===== src/rtl/reduz_media.sv =====
// Block-average downscaler: reads a LARGURA x ALTURA 8-bit image and writes the truncated
// mean of each FATOR x FATOR block to the VGA frame RAM.
module reduz_media #(
  parameter int unsigned FATOR   = 2,
  parameter int unsigned LARGURA = 160,
  parameter int unsigned ALTURA  = 120,
  parameter int unsigned ADDR_W  = 15
) (
  input  logic              clk,
  input  logic              rst,
  input  logic              start,
  input  logic [7:0]        pixel_rom,
  output logic [ADDR_W-1:0] addr_rom,
  output logic [7:0]        pixel_saida,
  output logic [ADDR_W-1:0] addr_ram_vga,
  output logic              we_ram,
  output logic              busy,
  output logic              done
);

  localparam int unsigned LOG2F = (FATOR == 4) ? 2 : 1;
  localparam int unsigned KW    = 2 * LOG2F;
  localparam int unsigned ACCW  = 8 + KW;

  localparam logic [KW-1:0]     K_MAX  = KW'(FATOR * FATOR - 1);
  localparam logic [ADDR_W-1:0] LO_MAX = ADDR_W'(ALTURA / FATOR - 1);
  localparam logic [ADDR_W-1:0] CO_MAX = ADDR_W'(LARGURA / FATOR - 1);

  localparam logic [2:0] S_IDLE    = 3'd0;
  localparam logic [2:0] S_LER     = 3'd1;
  localparam logic [2:0] S_ESPERA  = 3'd2;
  localparam logic [2:0] S_ESCREVE = 3'd3;
  localparam logic [2:0] S_FIM     = 3'd4;

  logic [2:0]        r_estado, w_estado_d;
  logic [ADDR_W-1:0] r_lo, w_lo_d;
  logic [ADDR_W-1:0] r_co, w_co_d;
  logic [KW-1:0]     r_k, w_k_d;
  logic [ACCW-1:0]   r_acc, w_acc_d;
  logic [ADDR_W-1:0] r_addr_rom, w_addr_rom_d;
  logic [7:0]        r_pixel, w_pixel_d;
  logic [ADDR_W-1:0] r_addr_vga, w_addr_vga_d;
  logic              r_we, w_we_d;
  logic              r_busy, w_busy_d;
  logic              r_done, w_done_d;

  logic              w_load_addr;
  logic [ACCW-1:0]   w_soma;
  logic [ADDR_W-1:0] w_di, w_dj;

  assign w_soma = r_acc + ACCW'(pixel_rom);

  always_comb begin
    w_estado_d   = r_estado;
    w_lo_d       = r_lo;
    w_co_d       = r_co;
    w_k_d        = r_k;
    w_acc_d      = r_acc;
    w_pixel_d    = r_pixel;
    w_addr_vga_d = r_addr_vga;
    w_we_d       = r_we;
    w_busy_d     = r_busy;
    w_done_d     = r_done;
    w_load_addr  = 1'b0;

    case (r_estado)
      S_IDLE: begin
        if (start) begin
          w_estado_d  = S_LER;
          w_lo_d      = '0;
          w_co_d      = '0;
          w_k_d       = '0;
          w_acc_d     = '0;
          w_busy_d    = 1'b1;
          w_load_addr = 1'b1;
        end
      end
      S_LER: begin
        // Data returned this cycle belongs to the previous k; nothing is pending at k=0.
        if (r_k != '0) w_acc_d = w_soma;
        if (r_k == K_MAX) begin
          w_estado_d = S_ESPERA;
        end else begin
          w_k_d       = r_k + KW'(1);
          w_load_addr = 1'b1;
        end
      end
      S_ESPERA: begin
        w_acc_d      = w_soma;
        w_pixel_d    = 8'(w_soma >> KW);
        w_addr_vga_d = r_lo * ADDR_W'(LARGURA / FATOR) + r_co;
        w_we_d       = 1'b1;
        w_estado_d   = S_ESCREVE;
      end
      S_ESCREVE: begin
        w_we_d = 1'b0;
        if (r_lo == LO_MAX && r_co == CO_MAX) begin
          w_estado_d = S_FIM;
          w_busy_d   = 1'b0;
          w_done_d   = 1'b1;
        end else begin
          if (r_co == CO_MAX) begin
            w_co_d = '0;
            w_lo_d = r_lo + ADDR_W'(1);
          end else begin
            w_co_d = r_co + ADDR_W'(1);
          end
          w_k_d       = '0;
          w_acc_d     = '0;
          w_estado_d  = S_LER;
          w_load_addr = 1'b1;
        end
      end
      S_FIM: begin
        w_done_d   = 1'b0;
        w_estado_d = S_IDLE;
      end
      default: w_estado_d = S_IDLE;
    endcase
  end

  // Address of the next source pixel, from the post-update counters.
  assign w_di = ADDR_W'(w_k_d >> LOG2F);
  assign w_dj = ADDR_W'(w_k_d & KW'(FATOR - 1));

  always_comb begin
    w_addr_rom_d = r_addr_rom;
    if (w_load_addr) begin
      w_addr_rom_d = (w_lo_d * ADDR_W'(FATOR) + w_di) * ADDR_W'(LARGURA)
                   + w_co_d * ADDR_W'(FATOR) + w_dj;
    end
  end

  always_ff @(posedge clk or posedge rst) begin
    if (rst) begin
      r_estado   <= S_IDLE;
      r_lo       <= '0;
      r_co       <= '0;
      r_k        <= '0;
      r_acc      <= '0;
      r_addr_rom <= '0;
      r_pixel    <= '0;
      r_addr_vga <= '0;
      r_we       <= 1'b0;
      r_busy     <= 1'b0;
      r_done     <= 1'b0;
    end else begin
      r_estado   <= w_estado_d;
      r_lo       <= w_lo_d;
      r_co       <= w_co_d;
      r_k        <= w_k_d;
      r_acc      <= w_acc_d;
      r_addr_rom <= w_addr_rom_d;
      r_pixel    <= w_pixel_d;
      r_addr_vga <= w_addr_vga_d;
      r_we       <= w_we_d;
      r_busy     <= w_busy_d;
      r_done     <= w_done_d;
    end
  end

  assign addr_rom     = r_addr_rom;
  assign pixel_saida  = r_pixel;
  assign addr_ram_vga = r_addr_vga;
  assign we_ram       = r_we;
  assign busy         = r_busy;
  assign done         = r_done;

endmodule


===== config.mk =====
export PLATFORM = sky130hd
export DESIGN_NAME = reduz_media
export DESIGN_NICKNAME = d
export VERILOG_FILES = /design/src/rtl/reduz_media.sv
export SDC_FILE = /design/constraint.sdc
export NUM_CORES = 1
export LEC_CHECK = 0
export CORE_MARGIN = 10
export CORE_UTILIZATION = 60
export CTS_CLUSTER_DIAMETER = 200
export CTS_CLUSTER_SIZE = 40
export DETAILED_ROUTE_END_ITERATION = 10
export PLACE_DENSITY = 0.83
export SLEW_MARGIN = 30
export SYNTH_ARGS = -nofsm -noshare
export SYNTH_HDL_FRONTEND = slang
export SYNTH_SLANG_ARGS = --single-unit
export TNS_END_PERCENT = 100

===== constraint.sdc =====
create_clock -name clk -period 6.8 [get_ports clk]
set_input_delay 1.7 -clock clk [delete_from_list [all_inputs] [get_ports clk]]
set_output_delay 1.7 -clock clk [all_outputs]
set_load 0.01 [all_outputs]

==> run_results.csv, run 1 <==
group,metric,value,unit
logic_synthesis,syn-num-nets,677,
logic_synthesis,postSynth.asyncResetShare,100,%
logic_synthesis,synthFlopType,"dfrtp_1",
detailed_routing,viasPerCell,6.05,
floorplanning,fp.dieH,117,um
worst_hold_path,holdCritStartpoint,"addr_ram_vga[8]",
clock_tree,ctsResizeCount,0,
cells_and_area,drive_gt1_share,6.61,%
critical_path,path_class,"input pin to flip-flop",
timing,hold_violations,0,
logic_synthesis,synth_edf_count,0,
grt,grt_pass1_wl,21.8,mm
place,dp_hpwl,9.77,mm
logic_synthesis,yosys_warnings,0,
critical_path,rr_worst_depth,17,
clock_tree,cts.sinks,86,
power,power.density,162,nW/um2
critical_path,rrSetupSlack,1410,ps
timing,hold_slack,481,ps
grt,grt_overflow,0,
power,peakVddDrop,136,uV
logic_synthesis,ys_ff_latch,86,
cells_and_area,final_util,69.5,%
logic_synthesis,avgSynthCellArea,9.32,um2
cells_and_area,finalNetCount,719,
timing,clock.fmax,173,MHz
floorplanning,rows,35,
floorplanning,ios,52,
run,drv_cap,0,
logic_synthesis,synth_cells,604,
place,io_buffers,51,
clock_tree,cts_buffers,9,
logic_synthesis,yosys-top-cells-area,"dfrtp_1, ha_1, o21ai_0",
clock_tree,clock_latency,370,ps
detailed_routing,drtAntennaViolNets,0,
timing,rsz0062_at_grt,"false",
timing,setup_violations,0,
logic_synthesis,synthDistinctLibCells,59,
timing,fin_crit_sh,84.9,%
timing,fin_crit,5770,ps
detailed_routing,wl,12.9,mm
detailed_routing,wl_per_cell,16.9,um
floorplanning,core-area,9200,um2
critical_path,required,7060,ps
logic_synthesis,ys_seq_area_share,38.2,%
clock_tree,postCtsSetupRepairBufs,0,
power,p_leak,2.91,nW
critical_path,r2r-start,"r_co[0]",
clock_tree,cts_tree,"built",
worst_hold_path,worstHoldEndpoint,"addr_ram_vga[8]",
outcome,status,"finished clean",
timing,finalClockSkew,12.7,ps
power,p_total,1.04,mW
detailed_routing,dr.pass1.iters,4,
logic_synthesis,syn_area,5630,um2
grt,grt_max_degree,87,
cells_and_area,antenna_cells,0,
place,gp_congestion,0.874,
clock_tree,clkTransAtPathRegs,90,ps
detailed_routing,first_iter_violations,331,
grt,antenna_found_initial,0,
floorplanning,die_w,117,um
critical_path,crit_fanout,10,
logic_synthesis,synth_top_area_share,38.2,%
critical_path,r2r-end,"addr_rom[14]",
floorplanning,initial_core_util,61.2,%
timing,setup_ws,1030,ps
logic_synthesis,yosysTopAreaCell,"dfrtp_1",
clock_tree,clockBufferDepth,2,
detailed_routing,vias,4610,
grt,first_global_vias,4638,
critical_path,cp-end-kind,"flip-flop",
cells_and_area,fillers,710,
timing,drv_slew,0,
timing,worst_pin_slew,782,ps
cells_and_area,areaGrowthSynthToFinish,13.6,%
worst_hold_path,min_path_type,"flip-flop to flip-flop",
critical_path,critPathArrivalTime,6030,ps
clock_tree,ctsHoldBuffers,0,
clock_tree,htreeDepth,3,
clock_tree,ctsRootBufferMaster,"clkbuf_8",
worst_hold_path,hold_depth,2,
timing,tns,0,ps
grt,grt_usage,19.8,%
timing,slew_headroom,47.9,%
critical_path,crit_path_start_kind,"input pin",
place,place_ws,632,ps
floorplanning,fp.dieArea,13700,um2
detailed_routing,remaining_drc_errors,0,
[per-layer routing]
metal	GRT usage [%]	part of all wire, %	vias up
li1	-	-	2244
met5	0	0	-
met2	34.2	49	124
met4	8.15	2.2	0
met1	24.1	43	2212
met3	3.31	5.4	30
[metrics by stage]
stage                     instances  area (um2)
final                           762        6390
after global routing            762        6390
after CTS                       762        6390
after detailed placement        746        6210
after global placement          746        6200
after floorplan                 604        5630
[area by class of cell]
type | count | area, um2 | share of cell area, %
Multi-Input combinational cell | 465 | 3260 | 51.1
Tap cell | 111 | 139 | 2.17
Clock buffer | 9 | 124 | 1.94
Timing Repair Buffer | 54 | 537 | 8.40
Sequential cell | 86 | 2150 | 33.7
Clock inverter | 7 | 62.6 | 0.979
Inverter | 30 | 114 | 1.78
[registers in the layout (all words and copies together) (netlist names), named ones only]
name / count
busy: 1
r_acc: 10
r_k: 2
we_ram: 1
addr_rom: 15
r_co: 15
r_estado: 3
r_lo: 10
pixel_saida: 8
addr_ram_vga: 15
done: 1
[worst max-delay path, stage by stage]
cell and delay (ps):
clkdlybuf4s50_1 540, or3b_4 440, a21oi_4 310, nand2_1 150, nand2_1 90, o21ai_0 230
ha_1 380, ha_1 290, ha_1 330, and2_1 150, a311o_1 300, a21oi_1 240
o21bai_1 90, a21oi_1 200, o21ai_0 160, xnor2_1 160, mux2_4 260
[how the worst max path moves through the flow]
stage               startpoint      endpoint  slack, ps
global route             start  addr_rom[14]        760
CTS                      start  addr_rom[14]       1030
global placement         start  addr_rom[14]        770
finish                   start  addr_rom[14]       1030
floorplan                start  addr_rom[14]       1650
detailed placement       start  addr_rom[14]        630
[report_power, final]
group	total [mW]	switching (mW)	internal [mW]	leakage, nW
Clock	0.353	0.210	0.143	0.0988
Combinational	0.131	0.0622	0.0685	1.85
Sequential	0.553	0.0145	0.538	0.958
[cell usage after synthesis, types with 2 or more instances]
| cell | n |
|---|---|
| nor3_1 | 7 |
| nor2_1 | 32 |
| nand2_2 | 2 |
| nand4_1 | 7 |
| o21ai_1 | 3 |
| mux2_2 | 13 |
| dfrtp_1 | 86 |
| xor2_1 | 11 |
| inv_1 | 30 |
| and3_1 | 9 |
| o21ai_0 | 64 |
| a21oi_1 | 41 |
| nor4_1 | 4 |
| and2_1 | 8 |
| o31ai_1 | 14 |
| o21a_1 | 5 |
| mux2i_1 | 2 |
| buf_2 | 5 |
| a31oi_1 | 10 |
| nor2b_1 | 7 |
| nand2b_1 | 6 |
| clkbuf_1 | 16 |
| a21o_1 | 15 |
| nand3_1 | 14 |
| xnor2_1 | 26 |
| nand2_1 | 64 |
| and4_1 | 2 |
| o21bai_1 | 7 |
| a22o_1 | 2 |
| fa_1 | 5 |
| o41ai_1 | 3 |
| ha_1 | 57 |
[layout by cell type (no fill, tap or decap), types with 4 or more instances in the layout]
cell type / count
and3_1: 9
o31ai_1: 14
mux2_2: 13
a21oi_1: 41
nor2b_1: 7
nand4_1: 7
nor3_1: 7
a21o_1: 15
fa_1: 5
clkdlybuf4s50_1: 51
nor4_1: 4
nand2b_1: 6
dfrtp_1: 86
ha_1: 57
inv_6: 4
clkbuf_8: 9
nand2_1: 64
o21a_1: 5
o21bai_1: 7
a31oi_1: 10
nand3_1: 14
xor2_1: 11
and2_1: 8
inv_1: 29
nor2_1: 32
o21ai_0: 64
xnor2_1: 26
[cell families (layout without fill, tap and decap cells)]
logic type,after synthesis,after routing,synth area share (%)
muxes,17,17,3.42
xor gates and xnor gates,38,38,6.16
buffers and inverters,53,100,3.78
adders and majority gates,62,62,14.4
and+or+nand+nor,169,169,14.5
AOI/OAI and AO/OA,179,179,19.4
DFF,86,86,38.2
(Power assumes the default switching activity.)
==> run 2, diff against run 1 <==
--- a/config.mk
+++ b/config.mk
@@ -6,11 +6,11 @@
 export NUM_CORES = 1
 export LEC_CHECK = 0
 export CORE_MARGIN = 10
-export CORE_UTILIZATION = 60
+export CORE_UTILIZATION = 58
 export CTS_CLUSTER_DIAMETER = 200
 export CTS_CLUSTER_SIZE = 40
 export DETAILED_ROUTE_END_ITERATION = 10
-export PLACE_DENSITY = 0.83
+export PLACE_DENSITY = 0.8
 export SLEW_MARGIN = 30
 export SYNTH_ARGS = -nofsm -noshare
 export SYNTH_HDL_FRONTEND = slang
==> constraint.sdc (replaced) <==
create_clock -name clk -period 5.7 [get_ports clk]
set_input_delay 1.425 -clock clk [delete_from_list [all_inputs] [get_ports clk]]
set_output_delay 1.425 -clock clk [all_outputs]
set_load 0.01 [all_outputs]
==> run 2 against run 1 <==
Compared with the run above:
- non-clock buffer count rose by 8
- register-to-register slack got worse by 710 ps
- count of clock-buffer cells in the layout rose by 1
- sequential power rose by 19%
==> run_results.csv, run 2 (synthesis gave the netlist of run 1 again) <==
group,metric,value,unit
timing,fin_crit_sh,93.2,%
clock_tree,clockBufferDepth,2,
clock_tree,cts_tree,"built",
grt,first_global_vias,4629,
detailed_routing,remaining_drc_errors,0,
detailed_routing,wl_per_cell,16.6,um
cells_and_area,final_util,69.6,%
clock_tree,postCtsSetupRepairBufs,0,
clock_tree,cts.sinks,86,
critical_path,cp-end-kind,"flip-flop",
floorplanning,fp.dieArea,14000,um2
grt,grt_max_degree,46,
critical_path,cp.depth,16,
clock_tree,ctsResizeCount,0,
timing,clock.fmax,188,MHz
timing,setup_ws,386,ps
place,place_ws,-4.54,ps
critical_path,path_class,"input pin to flip-flop",
place,place_inst,772,
critical_path,required,5960,ps
timing,setup_violations,0,
floorplanning,initial_core_util,60.3,%
place,io_buffers,51,
grt,grt_usage,18.8,%
cells_and_area,layout_common_cells,"dfrtp_1, o21ai_0, nand2_1",
critical_path,rr_worst_depth,18,
cells_and_area,final_cells,788,
outcome,status,"finished clean",
cells_and_area,final_common_cell,"dfrtp_1",
timing,hold_slack,480,ps
floorplanning,fp.dieH,119,um
critical_path,cp_slowest_cell,"clkdlybuf4s50_1",
place,dp_hpwl,10.1,mm
critical_path,crit_path_start_kind,"input pin",
cells_and_area,finalNetCount,727,
critical_path,crit_fanout,5,
worst_hold_path,min_path_type,"flip-flop to flip-flop",
clock_tree,htreeDepth,3,
clock_tree,clkTransAtPathRegs,90,ps
clock_tree,clock_latency,370,ps
clock_tree,cts_buffers,9,
run,drv_cap,0,
timing,rsz0062_at_grt,"false",
place,placed_cell_area,6280,um2
critical_path,worst_path_largest_cell_delay,560,ps
timing,slew_headroom,48.0,%
cells_and_area,drive_gt1_share,7.74,%
critical_path,crit_buf_inv,2,
timing,worst_pin_slew,779,ps
place,gp_congestion,0.878,
cells_and_area,antenna_cells,0,
timing,finalClockSkew,16.0,ps
timing,fin_crit,5310,ps
detailed_routing,dr.pass1.iters,4,
detailed_routing,viasPerCell,5.83,
clock_tree,ctsHoldBuffers,0,
detailed_routing,first_iter_violations,293,
power,power.density,195,nW/um2
detailed_routing,vias,4597,
timing,drv_slew,0,
detailed_routing,wl,13.1,mm
floorplanning,ios,52,
detailed_routing,drtAntennaViolNets,0,
timing,hold_violations,0,
floorplanning,core-area,9330,um2
grt,antenna_found_initial,0,
floorplanning,rows,35,
cells_and_area,finalInstanceArea,6490,um2
cells_and_area,areaGrowthSynthToFinish,15.3,%
critical_path,worstPathCellList,"clkdlybuf4s50_1 > or3b_4 > a21o_1 > o21ai_0 > o21ai_0 > ha_1 > ha_1 > inv_1 > fa_1 > nor2b_1 > o21a_1 > o21a_1 > o311ai_0 > xnor3_1 > xnor2_1 > mux2_4",
critical_path,path_delay_family,"compound AO/OA/AOI/OAI gates",
clock_tree,ctsRootBufferMaster,"clkbuf_8",
floorplanning,die_w,119,um
cells_and_area,fillers,753,
power,peakVddDrop,129,uV
critical_path,critPathArrivalTime,5570,ps
grt,grt_overflow,0,
power,p_leak,2.94,nW
worst_hold_path,hold_depth,2,
grt,grt_pass1_wl,22.2,mm
## run 2: cell types whose count changed in the layout (fill, tap and decap cells not counted), sizes merged
cell,previous run,this run
clkinvlp,0,2
inv,35,31
buf,3,11
clkbuf,9,10
bufinv,0,1
## run 2: power by group
part | total, mW | switching (mW) | internal [mW]
clock | 0.455 | 0.238 | 0.217
sequential | 0.658 | 0.0162 | 0.642
combinational | 0.154 | 0.0727 | 0.0813
## run 2: stage by stage
stage / setup TNS [ps] / total power [mW]
final: 0 / 1.27
after global routing: 0 / 1.33
after CTS: 0 / 1.28
after detailed placement: -4.54 / 0.828
after global placement: 0 / 0.822
after floorplan: 0 / 0.742
## run 2: worst min-delay path: cells and delay by family, from the launching register on
kind             cells  cell delay [ps]
AO/OA/AOI/OAI        1               50
AND/OR/NAND/NOR      1               50
flip-flops           1              350
## run 2: area by class of cell
cell class                      instances  area (um2)  share of cell area (%)
Multi-Input combinational cell        465        3260                    50.3
Clock inverter                          6        67.6                    1.04
Timing Repair Buffer                   62         593                    9.14
Sequential cell                        86        2150                    33.2
Inverter                               30         114                    1.75
Clock buffer                           10         138                    2.12
Tap cell                              129         161                    2.49
## run 2: worst paths after layout
path | start | to | slack (ps)
setup / recovery | start | addr_rom[14] | 390
hold / removal | addr_ram_vga[10] | addr_ram_vga[10] | 480
setup reg to reg | r_co[1] | addr_rom[14] | 700
hold reg to reg | addr_ram_vga[10] | addr_ram_vga[10] | 480
max in group asynchronous | rst | addr_ram_vga[14] | 3210
min in group asynchronous | rst | addr_rom[3] | 1460
## run 2: per-layer routing
layer	vias to the layer above	global-route usage [%]	part of all wire (%)
met2	93	31.6	48
met4	0	7.18	2.0
li1	2258	-	-
met1	2224	23.4	45
met3	22	3.66	4.4
met5	-	0	0
